## src/rtl/nibble_tx.sv

```systemverilog
// nibble_tx: buffers nibbles written to the CPU out port in a small FIFO and
// shifts each one out as a 7-bit frame: start(0), D[0..3] LSB first,
// even parity, stop(1). Every bit is held CLKS_PER_BIT clocks.
module nibble_tx #(
  parameter int CLKS_PER_BIT = 4,
  parameter int DEPTH        = 4
) (
  input  logic                     clk,
  input  logic                     Rst,
  input  logic                     loadOut,
  input  logic [3:0]               D,
  output logic                     tx,
  output logic                     busy,
  output logic                     full,
  output logic                     overflow,
  output logic [$clog2(DEPTH):0]   count
);

  localparam int AW = $clog2(DEPTH);
  localparam int CW = AW + 1;
  localparam logic [7:0]    BIT_RELOAD = 8'(CLKS_PER_BIT - 1);
  localparam logic [CW-1:0] DEPTH_C    = CW'(DEPTH);

  typedef enum logic [2:0] {
    S_IDLE,
    S_START,
    S_DATA,
    S_PARITY,
    S_STOP
  } state_t;

  logic [3:0]    mem_q [DEPTH];
  logic [AW-1:0] wr_ptr_q, wr_ptr_d;
  logic [AW-1:0] rd_ptr_q, rd_ptr_d;
  logic [CW-1:0] count_q, count_d;
  logic          overflow_q, overflow_d;
  state_t        state_q, state_d;
  logic [7:0]    timer_q, timer_d;
  logic [1:0]    bit_idx_q, bit_idx_d;
  logic [3:0]    shift_q, shift_d;
  logic          parity_q, parity_d;
  logic          tx_q, tx_d;
  logic          push, pop;
  logic [3:0]    head;

  // Next-state logic for FIFO bookkeeping and the frame sequencer.
  always_comb begin
    // Fullness is judged on the pre-edge count; a same-edge pop does not
    // make room for the write.
    push       = loadOut && (count_q != DEPTH_C);
    pop        = 1'b0;
    head       = mem_q[rd_ptr_q];
    state_d    = state_q;
    timer_d    = timer_q;
    bit_idx_d  = bit_idx_q;
    shift_d    = shift_q;
    parity_d   = parity_q;
    tx_d       = tx_q;

    case (state_q)
      S_IDLE: begin
        if (count_q != '0) pop = 1'b1;
      end
      S_START: begin
        if (timer_q == 8'd0) begin
          state_d   = S_DATA;
          bit_idx_d = 2'd0;
          timer_d   = BIT_RELOAD;
          tx_d      = shift_q[0];
        end else begin
          timer_d = timer_q - 8'd1;
        end
      end
      S_DATA: begin
        if (timer_q == 8'd0) begin
          shift_d = {1'b0, shift_q[3:1]};
          timer_d = BIT_RELOAD;
          if (bit_idx_q == 2'd3) begin
            state_d = S_PARITY;
            tx_d    = parity_q;
          end else begin
            bit_idx_d = bit_idx_q + 2'd1;
            tx_d      = shift_q[1];
          end
        end else begin
          timer_d = timer_q - 8'd1;
        end
      end
      S_PARITY: begin
        if (timer_q == 8'd0) begin
          state_d = S_STOP;
          timer_d = BIT_RELOAD;
          tx_d    = 1'b1;
        end else begin
          timer_d = timer_q - 8'd1;
        end
      end
      S_STOP: begin
        if (timer_q == 8'd0) begin
          // Chain straight into the next start bit when data is waiting.
          if (count_q != '0) begin
            pop = 1'b1;
          end else begin
            state_d = S_IDLE;
            timer_d = BIT_RELOAD;
            tx_d    = 1'b1;
          end
        end else begin
          timer_d = timer_q - 8'd1;
        end
      end
      default: begin
        state_d = S_IDLE;
        tx_d    = 1'b1;
      end
    endcase

    if (pop) begin
      state_d   = S_START;
      timer_d   = BIT_RELOAD;
      bit_idx_d = 2'd0;
      shift_d   = head;
      parity_d  = ^head;
      tx_d      = 1'b0;
    end

    wr_ptr_d   = wr_ptr_q + AW'(push);
    rd_ptr_d   = rd_ptr_q + AW'(pop);
    count_d    = count_q + CW'(push) - CW'(pop);
    overflow_d = overflow_q | (loadOut & ~push);
  end

  // Control and datapath registers; reset aborts any frame and empties the FIFO.
  always_ff @(posedge clk or negedge Rst) begin
    if (!Rst) begin
      wr_ptr_q   <= '0;
      rd_ptr_q   <= '0;
      count_q    <= '0;
      overflow_q <= 1'b0;
      state_q    <= S_IDLE;
      timer_q    <= 8'd0;
      bit_idx_q  <= 2'd0;
      shift_q    <= 4'd0;
      parity_q   <= 1'b0;
      tx_q       <= 1'b1;
    end else begin
      wr_ptr_q   <= wr_ptr_d;
      rd_ptr_q   <= rd_ptr_d;
      count_q    <= count_d;
      overflow_q <= overflow_d;
      state_q    <= state_d;
      timer_q    <= timer_d;
      bit_idx_q  <= bit_idx_d;
      shift_q    <= shift_d;
      parity_q   <= parity_d;
      tx_q       <= tx_d;
    end
  end

  // FIFO storage; contents are don't-care after reset.
  always_ff @(posedge clk) begin
    if (push) mem_q[wr_ptr_q] <= D;
  end

  assign tx       = tx_q;
  assign busy     = (state_q != S_IDLE) || (count_q != '0);
  assign full     = (count_q == DEPTH_C);
  assign overflow = overflow_q;
  assign count    = count_q;

endmodule

```

## config.mk

```make
export PLATFORM = sky130hd
export DESIGN_NAME = nibble_tx
export DESIGN_NICKNAME = d
export VERILOG_FILES = /design/src/rtl/nibble_tx.sv
export SDC_FILE = /design/constraint.sdc
export NUM_CORES = 1
export LEC_CHECK = 0
export ABC_AREA = 1
export ABC_CLOCK_PERIOD_IN_PS = 5050
export CAP_MARGIN = 20
export CORE_MARGIN = 5
export CORE_UTILIZATION = 45
export DETAILED_ROUTE_END_ITERATION = 16
export PLACE_DENSITY = 0.65
export RECOVER_POWER = 100
export SLEW_MARGIN = 30
export SYNTH_ARGS = -nofsm -noshare
export SYNTH_HDL_FRONTEND = slang
export SYNTH_SLANG_ARGS = --single-unit
```

## constraint.sdc

```tcl
create_clock -name clk -period 5.05 [get_ports clk]
set_input_delay 0.7575 -clock clk [delete_from_list [all_inputs] [get_ports clk]]
set_output_delay 0.7575 -clock clk [all_outputs]
set_load 0.02 [all_outputs]
```

==> results of run 1 <==
-- logic make-up after synthesis --
logic type / Yosys count / share of synthesized area
and+or+nand+nor: 152 / 0.293
DFF: 43 / 0.513
xor gates and xnor gates: 6 / 0.0233
adders and majority gates: 6 / 0.0366
AOI/OAI and AO/OA: 21 / 0.0610
buffers and inverters: 39 / 0.0727
-- layout by cell type (no fill, tap or decap), types with 6 or more instances in the layout --
cell,netlist,layout
nand2_1,81,84
inv_1,28,29
nand3_1,29,29
dfrtp_1,26,26
nor2_1,23,24
edfxtp_1,16,16
o21ai_0,10,13
dlygate4sd3_1,0,13
nor3_1,7,7
inv_2,7,6
xor2_1,6,6
-- final cells by class --
type / count / share of cell area
inverters: 35 / 0.0520
multi-input cells: 185 / 0.357
clock inverters: 3 / 0.0188
clock buffers: 5 / 0.0273
well taps: 67 / 0.0332
repair buffers: 14 / 0.0530
flip-flops and latches: 43 / 0.458
-- sequential cells by signal (all words and copies together), names as in the netlist --
name / flops
shift_q: 4
state_q: 3
parity_q: 1
overflow: 1
wr_ptr_q: 2
timer_q: 8
rd_ptr_q: 2
mem_q: 16
count: 3
bit_idx_q: 2
tx: 1
-- layer usage --
layer  up-vias  part of all wire  routed length (um)
met5         -                 0                   0
met4         0             0.023                  91
met3         9             0.038                 150
met2        29              0.48                1870
met1       755              0.46                1820
li1        895                 -                   -
-- through the flow --
step                      worst slack [ns]  total power, uW  cell area, um2  hold WS [ns]  std cells
after global placement                2.38             1520            2440         0.447        344
after global routing                  1.93             1920            2520         0.491        352
after CTS                             2.42             1810            2560         0.470        352
after floorplan                       2.77             1340            2250         0.449        267
final                                 2.22             1740            2520         0.460        352
after detailed placement              2.35             1530            2440         0.458        344
-- critical path, stage by stage (launching register included) --
cell	delay, ns
dfrtp_1	0.36
inv_1	0.07
ha_1	0.26
nand2_1	0.09
nor2_1	0.04
nand2_1	0.13
nand2_2	0.06
nand2_1	0.45
inv_1	0.19
ha_1	0.32
inv_1	0.06
ha_1	0.12
inv_1	0.04
fa_1	0.37
xor2_1	0.17
-- power groups by stage --
stage	Combinational, uW	Sequential, uW	Clock [uW]
finish	864	601	277
global route	1010	617	298
CTS	928	601	282
detailed placement	923	608	0
global placement	911	605	0
floorplan	741	595	0
-- worst max path at each step --
stage / end / cells past startpoint
after floorplan: count[2]$_DFF_PN0_ / 11
after global placement: count[2]$_DFF_PN0_ / 10
after detailed placement: count[2]$_DFF_PN0_ / 10
after CTS: busy / 5
after global routing: count[2]$_DFF_PN0_ / 14
final: count[2]$_DFF_PN0_ / 14
==> results.yml, run 1 <==
synth:
  synth_area_leader_cell: "dfrtp_1"
  synth_flop_cell: "dfrtp_1"
  synthTopCellsByArea: "dfrtp_1 29%, edfxtp_1 21%, nand2_1 13%, nand3_1 6.4%, inv_1 4.7%"
  synth_fp_nets: 280
  ys_types: 26
  synth_top_area_frac: 0.289
  synth_top_cells_by_count: "81 x nand2_1, 29 x nand3_1, 28 x inv_1, 26 x dfrtp_1, 23 x nor2_1"
  avgSynthCellArea_um2: 8.44
  netlist_instances: 267
  synth.most_common_cell: "nand2_1"
  synth_warnings: 0
  synthArstFlopShare: 0.628
  synth_edf_count: 16
  syn_area_um2: 2250
  synth-seq-cells: 43
  seq_area_frac_synth: 0.513
timing:
  fmax_mhz: 354
  worst_pin_slew_ns: 1.43
  period_share: 0.560
  fin_skew_ns: 0.00745
  maxSlewHeadroom: 0.0442
  slew_violations: 0
  setup_tns_ns: 0
  rsz0062_at_grt: "false"
  finalSetupViolCount: 0
  layout_min_cycle_time_ns: 2.83
  finalHoldViolations: 0
clocking:
  cts.sinks: 43
  cts_buffers: 5
  post-cts-setup-buffers: 0
  cts_hold_buf: 0
  clockBufferDepth: 2
  htreeDepth: 2
  cts_resized: 0
  root_buffer: "clkbuf_8"
  clk_pin_slew_ns: 0.09
  cts_tree: "yes"
  clock_latency_ns: 0.30
detailed_routing:
  drtIter0Drc: 110
  wire_per_inst_um: 11.2
  dr.pass1.iters: 4
  remaining_drc_errors: 0
  wl_um: 3930
  antenna_left: 0
  drt-vias-per-instance: 4.80
  num_vias: 1688
worst_setup_path:
  reg2regPathDepth: 14
  ff2ff_setup_slack_ns: 2.22
  end_kind: "flip-flop"
  r2r-start: "timer_q[0]$_DFFE_PN0P_"
  critPathRequiredTime_ns: 5.25
  critPathMaxFanout: 18
  crit_type: "flip-flop to flip-flop"
  critPathLaunchType: "flip-flop"
  critical_path_arrival_ns: 3.03
  reg2reg_to: "count[2]$_DFF_PN0_"
  crit_path_start: "timer_q[0]$_DFFE_PN0P_"
final_layout:
  final_util: 0.528
  fillers: 445
  drive_gt1_frac: 0.0842
  syn_to_final_growth_pct: 12.0
  multiInputGateArea_um2: 902
  antenna_cells: 0
  regArea_um2: 1160
  finalNetCount: 297
floorplan:
  io-pin-count: 14
  die_h_um: 80.8
  rows: 25
  die_area_um2: 6530
  coreArea_um2: 4790
  die_x_um: 80.8
  initial_core_util: 0.471
grt:
  grt.busiest_layer: "met2"
  overflow: 0
  track_usage: 0.138
  use_met3: 0.0333
  grt_antenna_before_repair: 0
  grt_pass1_vias: 1587
  use_met2: 0.227
  grt_max_degree: 28
  grt_pass1_wl_um: 6870
  use_met1: 0.170
min_path:
  min_from: "tx$_DFFE_PN1P_"
  whs_endpoint: "tx$_DFFE_PN1P_"
  hold_depth: 2
  hold_path.class: "flip-flop to flip-flop"
placed_design:
  post-dp-hpwl_um: 2860
  place_congestion: 0.788
  io_buffers: 13
run:
  cap_viol_max_count: 0
power_and_ir_drop:
  p_leak_uw: 0.00121
  power_per_cell_area_nw_per_um2: 690
  ir_drop_mv: 0.289
  switching_share: 0.453
  p_sw_uw: 789
  p_int_uw: 953
  clockPowerShare: 0.159
  p_seq_frac: 0.345
  p_comb_frac: 0.496
outcome:
  status: "completed"
No activity file was read; power rests on OpenSTA's default activity.
==> run 2, diff against run 1 <==
Settings changed: ABC_CLOCK_PERIOD_IN_PS 5050 to 2900.
Clock period 5.05 ns to 2.9 ns, I/O delays scaled along.
==> run 2 against run 1 <==
  * Clock skew is 0.0033 ns lower
  * Routed wire length is 4.0% higher
  * Sequential power is 75% higher
  * Clock-buffer cell count stayed put
  * Utilization is 0.26 points higher
  * Maximum frequency is 12% higher
  * Die area stayed put
  * Power is 75% higher
  * Combinational power is 78% higher
  * Register-to-register slack worse by 1.8 ns
  * Critical path type unchanged
  * Highest routed layer unchanged
==> results.yml, run 2 (synthesis gave the netlist of run 1 again) <==
worst_setup_path:
  crit_type: "flip-flop to flip-flop"
  critical_path.top_delay_family: "adder cells"
  critical_path_arrival_ns: 2.71
  max_stage_delay_ns: 0.39
  path_common_cell: "inv_1"
  ff2ff_setup_slack_ns: 0.38
  crit_path_top_delay_cell: "dfrtp_1"
  reg2reg_to: "count[2]$_DFF_PN0_"
  critPathMaxFanout: 18
  critPathRequiredTime_ns: 3.09
  reg2regPathDepth: 14
  path_buf_inv: 4
  end_kind: "flip-flop"
  r2r-start: "timer_q[0]$_DFFE_PN0P_"
  critPathLaunchType: "flip-flop"
  crit_path_start: "timer_q[0]$_DFFE_PN0P_"
  crit_chain: "inv_1 -> ha_1 -> nand2_1 -> nor2_1 -> nand2_1 -> nand2_1 -> nand2_4 -> inv_1 -> ha_1 -> inv_1 -> ha_1 -> inv_1 -> fa_1 -> xor2_1"
power_and_ir_drop:
  power_per_cell_area_nw_per_um2: 1200
  finalPower_uw: 3060
  ir_drop_mv: 0.582
  p_leak_uw: 0.00122
detailed_routing:
  wire_per_inst_um: 11.5
  num_vias: 1684
  remaining_drc_errors: 0
  wl_um: 4080
  drt-vias-per-instance: 4.74
  antenna_left: 0
  drtIter0Drc: 69
  dr.pass1.iters: 4
timing:
  worst_pin_slew_ns: 1.42
  maxSlewHeadroom: 0.0554
  rsz0062_at_grt: "false"
  fin_skew_ns: 0.00419
  fmax_mhz: 397
  layout_min_cycle_time_ns: 2.52
  period_share: 0.869
  setup_tns_ns: 0
  finalSetupViolCount: 0
  slew_violations: 0
  finalHoldViolations: 0
placed_design:
  place_congestion: 0.829
  post-dp-hpwl_um: 3100
  place_area_um2: 2470
  placed_cells: 347
  io_buffers: 13
clocking:
  cts_hold_buf: 0
  root_buffer: "clkbuf_8"
  clock_latency_ns: 0.30
  cts.sinks: 43
  clk_pin_slew_ns: 0.08
  post-cts-setup-buffers: 0
  cts_tree: "yes"
  clockBufferDepth: 2
  cts_buffers: 5
  htreeDepth: 2
  cts_resized: 0
final_layout:
  top_regs: "mem_q x16, timer_q x8, shift_q x4"
  finalNetCount: 300
  drive_gt1_frac: 0.0833
  multiInputGateArea_um2: 907
  final_common_cell: "nand2_1"
  regArea_um2: 1160
  final_util: 0.530
  fillers: 477
  largest_reg_flops: 16
  syn_to_final_growth_pct: 12.5
  final_cell_mix: "84 x nand2_1, 29 x inv_1, 29 x nand3_1"
  finalNonFillerCells: 355
  postLayoutCellArea_um2: 2540
  antenna_cells: 0
  top_register: "mem_q"
grt:
  grt_pass1_vias: 1614
  grt_antenna_before_repair: 0
  grt_pass1_wl_um: 7360
  overflow: 0
  track_usage: 0.148
  grt_max_degree: 28
outcome:
  status: "completed"
floorplan:
  coreArea_um2: 4790
  rows: 25
  die_x_um: 80.8
  io-pin-count: 14
  die_area_um2: 6530
  die_h_um: 80.8
  initial_core_util: 0.471
run:
  cap_viol_max_count: 0
min_path:
  hold_depth: 2
  hold_path.class: "flip-flop to flip-flop"
  min_from: "tx$_DFFE_PN1P_"
  whs_endpoint: "tx$_DFFE_PN1P_"
run 2: cell count changes in the layout (fill, tap and decap cells not counted):
cell,before,now
clkdlybuf4s50_1,0,1
inv_6,1,0
clkbuf_1,1,4
nand2_2,3,2
dlygate4sd3_1,13,12
clkinv_2,0,1
nand2_4,0,1
run 2: worst max path at each step:
stage,endpoint,depth (start not counted)
6_report,count[2]$_DFF_PN0_,14
5_1_grt,count[2]$_DFF_PN0_,14
4_1_cts,count[2]$_DFF_PN0_,14
3_5_place_dp,count[2]$_DFF_PN0_,14
3_3_place_gp,count[2]$_DFF_PN0_,14
2_1_floorplan,count[2]$_DFF_PN0_,11
run 2: layer usage:
| metal | vias up | track usage | wire length, um |
|---|---|---|---|
| met1 | 769 | 0.190 | 1930 |
| li1 | 891 | - | - |
| met3 | 8 | 0.0488 | 125 |
| met5 | - | 0 | 0 |
| met2 | 16 | 0.237 | 1960 |
| met4 | 0 | 0.0507 | 73 |
run 2: layout make-up:
class,instances,area share
Sequential cell,43,0.456
Multi-Input combinational cell,185,0.357
Timing Repair Buffer,17,0.0572
Inverter,35,0.0518
Tap cell,67,0.0330
Clock buffer,5,0.0271
Clock inverter,3,0.0173
run 2: power by group:
group | switching (uW) | total [uW] | internal, uW
combinational | 995 | 1540 | 546
clock | 210 | 466 | 256
sequential | 181 | 1050 | 868
total | 1390 | 3060 | 1670
run 2: worst register-to-register path: stages, from the launching register on:
cell and delay (ns):
dfrtp_1 0.39, inv_1 0.09, ha_1 0.27, nand2_1 0.08, nor2_1 0.09, nand2_1 0.11
nand2_1 0.11, nand2_4 0.13, inv_1 0.14, ha_1 0.24, inv_1 0.05, ha_1 0.13
inv_1 0.05, fa_1 0.38, xor2_1 0.17
run 2: stage by stage:
stage	hold WS, ns	worst slack, ns
after floorplan	0.139	0.615
after global placement	0.456	0.458
after detailed placement	0.460	0.362
after CTS	0.485	0.344
after global routing	0.513	0.156
final	0.472	0.379
